--- src/rtl/multicycle_sequencer.sv ---
// Multi-cycle control sequencer for the 9-bit core: owns the PC, steps each
// instruction through FETCH/EXEC/MEM and drives the datapath strobes.
module multicycle_sequencer #(
    parameter int PW = 10,
    parameter int CW = 16
) (
    input  logic          clk,
    input  logic          reset_n,
    input  logic          start,
    input  logic [PW-1:0] prog_len,
    input  logic [8:0]    instr,
    input  logic          ne_flag,
    input  logic [PW-1:0] br_target,
    input  logic          mem_ack,
    output logic [PW-1:0] pc,
    output logic          ir_en,
    output logic [2:0]    alu_op,
    output logic          alu_src,
    output logic          reg_write,
    output logic          mem_to_reg,
    output logic          mem_req,
    output logic          mem_we,
    output logic          busy,
    output logic          done,
    output logic [CW-1:0] cycle_count
);

    typedef enum logic [2:0] {
        S_IDLE,
        S_FETCH,
        S_EXEC,
        S_MEM,
        S_DONE
    } state_t;

    localparam logic [PW-1:0] PC_ONE = PW'(1);
    localparam logic [CW-1:0] CC_ONE = CW'(1);

    state_t        state;
    state_t        state_next;
    logic [PW-1:0] pc_next;
    logic [PW-1:0] len_q;
    logic          is_store;
    logic          advance;
    logic [2:0]    opcode;
    logic [5:0]    unused_instr_bits;

    assign opcode            = instr[8:6];
    assign unused_instr_bits = instr[5:0];

    // The store flag is captured in EXEC so MEM does not depend on the IR holding.
    always_ff @(posedge clk or negedge reset_n) begin
        if (!reset_n) begin
            state       <= S_IDLE;
            pc          <= '0;
            len_q       <= '0;
            is_store    <= 1'b0;
            cycle_count <= '0;
        end else begin
            state <= state_next;
            pc    <= pc_next;
            if ((state == S_IDLE || state == S_DONE) && start) begin
                len_q       <= prog_len;
                cycle_count <= '0;
            end else if (busy && cycle_count != {CW{1'b1}}) begin
                cycle_count <= cycle_count + CC_ONE;
            end
            if (state == S_EXEC) begin
                is_store <= (opcode == 3'b100);
            end
        end
    end

    always_comb begin
        state_next = state;
        pc_next    = pc;
        advance    = 1'b0;
        ir_en      = 1'b0;
        alu_op     = 3'b111;
        alu_src    = 1'b0;
        reg_write  = 1'b0;
        mem_to_reg = 1'b0;
        mem_req    = 1'b0;
        mem_we     = 1'b0;
        busy       = 1'b0;
        done       = 1'b0;

        case (state)
            S_IDLE, S_DONE: begin
                done = (state == S_DONE);
                if (start) begin
                    pc_next    = '0;
                    state_next = (prog_len == '0) ? S_DONE : S_FETCH;
                end
            end
            S_FETCH: begin
                busy       = 1'b1;
                ir_en      = 1'b1;
                state_next = S_EXEC;
            end
            S_EXEC: begin
                busy = 1'b1;
                case (opcode)
                    3'b000: begin alu_op = 3'b000; reg_write = 1'b1; pc_next = pc + PC_ONE; advance = 1'b1; end
                    3'b001: begin alu_op = 3'b001; reg_write = 1'b1; pc_next = pc + PC_ONE; advance = 1'b1; end
                    3'b010: begin alu_op = 3'b010; reg_write = 1'b1; pc_next = pc + PC_ONE; advance = 1'b1; end
                    3'b101: begin alu_op = 3'b011; reg_write = 1'b1; pc_next = pc + PC_ONE; advance = 1'b1; end
                    3'b111: begin
                        alu_op    = 3'b100;
                        alu_src   = 1'b1;
                        reg_write = 1'b1;
                        pc_next   = pc + PC_ONE;
                        advance   = 1'b1;
                    end
                    3'b110: begin
                        pc_next = ne_flag ? br_target : pc + PC_ONE;
                        advance = 1'b1;
                    end
                    default: begin
                        state_next = S_MEM;
                    end
                endcase
            end
            S_MEM: begin
                busy    = 1'b1;
                mem_req = 1'b1;
                mem_we  = is_store;
                if (mem_ack) begin
                    reg_write  = !is_store;
                    mem_to_reg = !is_store;
                    pc_next    = pc + PC_ONE;
                    advance    = 1'b1;
                end
            end
            default: begin
                state_next = S_IDLE;
            end
        endcase

        // A branch target at or past the program end finishes the run too.
        if (advance) begin
            state_next = (pc_next >= len_q) ? S_DONE : S_FETCH;
        end
    end

endmodule

--- config.mk ---
export PLATFORM = sky130hd
export DESIGN_NAME = multicycle_sequencer
export DESIGN_NICKNAME = d
export VERILOG_FILES = /design/src/rtl/multicycle_sequencer.sv
export SDC_FILE = /design/constraint.sdc
export NUM_CORES = 1
export LEC_CHECK = 0
export CAP_MARGIN = 20
export CORE_MARGIN = 3
export CORE_UTILIZATION = 33
export DETAILED_ROUTE_END_ITERATION = 6
export PLACE_DENSITY_LB_ADDON = 0.15
export SLEW_MARGIN = 20
export SYNTH_ARGS = -nofsm -noshare
export SYNTH_HDL_FRONTEND = slang
export SYNTH_SLANG_ARGS = --single-unit
--- constraint.sdc ---
create_clock -name clk -period 2.97 [get_ports clk]
set_input_delay 0.594 -clock clk [delete_from_list [all_inputs] [get_ports clk]]
set_output_delay 0.594 -clock clk [all_outputs]
set_load 0.05 [all_outputs]
==> metrics.md <==
| Metric | Value |
|---|---|
| Power Density | `1000 nW/um^2` |
| Async S/R FF share, synth | `100%` |
| XOR/XNOR Fraction of Synth Area | `4.53%` |
| Commonest cells after routing, fill and taps aside | `buf_4 (60), clkdlybuf4s50_1 (50), nand2_1 (43)` |
| CTS root buf | `clkbuf_8` |
| Vias in the first global route | `2,603` |
| Clock buffer depth | `2` |
| Synth top area cells | `dfrtp_1 (37%), nand2_1 (6.0%), ha_1 (5.6%)` |
| Status | `completed` |
| Slew HR | `39.2%` |
| Core Rows | `32` |
| Simple-Gate Fraction of Synth Area | `28.0%` |
| Mapped Area | `2710 sq um` |
| Unrepaired setup endpoints after global routing | `true` |
| CP Class | `in -> reg` |
| Compound-cell area share of the yosys netlist | `19.5%` |
| Clock Skews | `7.75 ps` |
| DR vias | `2,761` |
| Clock sinks | `40` |
| Yosys cell types | `57` |
| CP max FO | `4` |
| Core box area | `7850 sq um` |
| Max-slew violation count | `0` |
| Dpl cell area | `3830 sq um` |
| Final nets | `484` |
| Final Hold Viols | `0` |
| Area share of the leading cell type in the synthesized netlist | `37.0%` |
| Final TNS setup | `0 ps` |
| Design area | `4140 sq um` |
| Yosys reg bits | `40` |
| Largest family of logic cells by synthesized area | `simple AND/OR/NAND/NOR gates` |
| Most common cell after layout, fill and taps aside | `buf_4` |
| Die extent in x | `96.5 microns` |
| Clock Latency Late Sink | `290 ps` |
| H-tree Lvls | `2` |
| CTS Hold Bufs | `0` |
| Crit Reg-Reg Startpoint | `state[0]` |
| TritonCTS clock tree | `built` |
| Vias/cell | `5.10` |
| Max Cap Viol | `0` |
| Leak | `1.80 nW` |
| Total gr overflow | `0` |
| Max IR drop VDD | `0.000661 V` |
| Synth Instances | `317` |
| Data arrival time of the critical path | `3050 ps` |
| Setup violators final | `0` |
| Dpl hpwl | `5.87 mm` |
| Setup crit start | `mem_ack` |
| Die Footprint | `9320 sq um` |
| Routed Antenna Nets | `0` |
| Adder-cell share of the synthesized area | `5.55%` |
| Routed length per instance | `14.5 microns` |
| Data required time of the worst path | `3150 ps` |
| Fin crit period | `2870 ps` |
| Initial Util | `34.5%` |
| Port Buf Inserts | `64` |
| Final period utilization | `96.6%` |
| Diodes inserted | `0` |
| Initial antenna violation count | `0` |
| Synth Net Count | `363` |
| Min-delay worst type | `in -> async` |
| Syn Area/Cell | `8.53 sq um` |
| GRT busiest layer | `met2` |
| CP startpoint kind | `input pin` |
| Top FF cell, synth | `dfrtp_1` |
| Met3 Use GR | `2.71%` |
| Met2 usage | `27.2%` |
| Fmax | `348 MHz` |
| Residual DRC count | `0` |
| DRT iter0 DRCs | `125` |
| Setup crit end kind | `flop` |
| DRT Wirelength | `7.87 mm` |
| Die height | `96.5 microns` |
| Mux cell area share after synthesis | `0.370%` |
| Ports | `71` |
| Largest net degree at the start of global routing | `41` |
| Synth Warn # | `0` |
| Routability cong. | `0.917` |
| First drt pass iteration count | `4` |
| Met1 Usage GRT | `24.2%` |
| Number of synthesized flops with an enable pin | `0` |
| Share of layout cells above drive strength 1 | `26.2%` |
| Yosys top cell by area | `dfrtp_1` |
| Sequential fraction of the synthesis area | `37.0%` |
| Least-Margin Pin Slew | `912 ps` |
| Cts bufs inserted | `5` |
| Area Growth Syn to Fin | `53.1%` |
| Overall routing resource usage | `17.2%` |
| Reg clk slew, reported paths | `80 ps` |
| First-pass GRT wire length | `12.6 mm` |
==> timing repair <==
item / in CTS / in global routing
setup endpoints to repair: 2 / 2
pin swaps: 10 / 16
gates resized for setup: 15 / 21
setup buffers: 6 / 5
==> power breakdown <==
part	internal [mW]	switching (mW)
Clock	0.297	0.191
Combinational	1.18	1.55
Sequential	0.735	0.204
Total	2.22	1.94
==> stage by stage <==
stage	hold WS [ps]	util (%)	worst slack (ps)	cells	total power, mW
after floorplan	298	-	102	317	2.49
after global placement	477	48.8	-673	522	3.42
after detailed placement	478	48.8	-781	522	3.44
after CTS	466	51.5	6.55	536	4.04
after global routing	495	52.8	-41.1	541	4.45
final	423	52.8	100	541	4.16
==> routing by layer <==
layer	part of all wire (%)	up-vias
met3	4.3	11
li1	-	1383
met1	49	1297
met4	1.3	0
met5	0	-
met2	46	70
==> flip-flops by register name (all words and copies together) (netlist names) <==
| name | cells |
|---|---|
| is_store | 1 |
| cycle_count | 16 |
| pc | 10 |
| state | 3 |
| len_q | 10 |
==> Yosys cell counts, types with 4 or more instances <==
cell and count:
o211ai_1 4, inv_1 17, nor4_1 4, nand2b_1 4, nor2_1 28, clkbuf_1 5
nand4_1 4, nor3_1 10, nand3_1 17, and3_1 5, xnor2_1 9, and2_1 4
dfrtp_1 40, nand2_1 43, o21ai_0 23, a21oi_1 19, o21a_1 4, o21ai_1 5
xor2_1 5, buf_6 4, ha_1 12, a31oi_1 6
==> worst max-delay path, cell delays in order <==
cell	delay (ps)
clkdlybuf4s50_1	420
and3_2	240
buf_4	150
buf_4	130
a21oi_1	150
o21ai_2	100
ha_1	310
o211ai_1	120
a21oi_2	50
o41ai_2	320
a31oi_1	160
a211o_1	280
==> area by class of cell <==
cell class	instances	area [sq um]
multi-input cells	249	1670
clock inverters	1	30.0
well taps	102	128
repair buffers	124	1140
fillers	766	3710
flip-flops and latches	40	1010
inverters	18	67.6
clock buffers	7	96.3
==> cell families (layout without fill, tap and decap cells) <==
family / count (synthesis) / in the layout
flops: 40 / 40
xor+xnor: 14 / 14
mux: 1 / 1
fa+ha+maj: 12 / 12
compound gates: 82 / 82
buf+inv: 28 / 150
simple gates: 140 / 140
==> path summary, 6_finish.rpt <==
check                                 to  slack, ps  cells after the start
max in group asynchronous       state[2]       1910                      1
worst max register to register  state[2]        140                     11
worst min-delay path            is_store        420                      1
worst max-delay path            state[2]        100                     12
min in group clk                len_q[0]        490                      2
worst min register to register  len_q[0]        490                      2
Note: power is estimated with default switching activity, not from simulation.
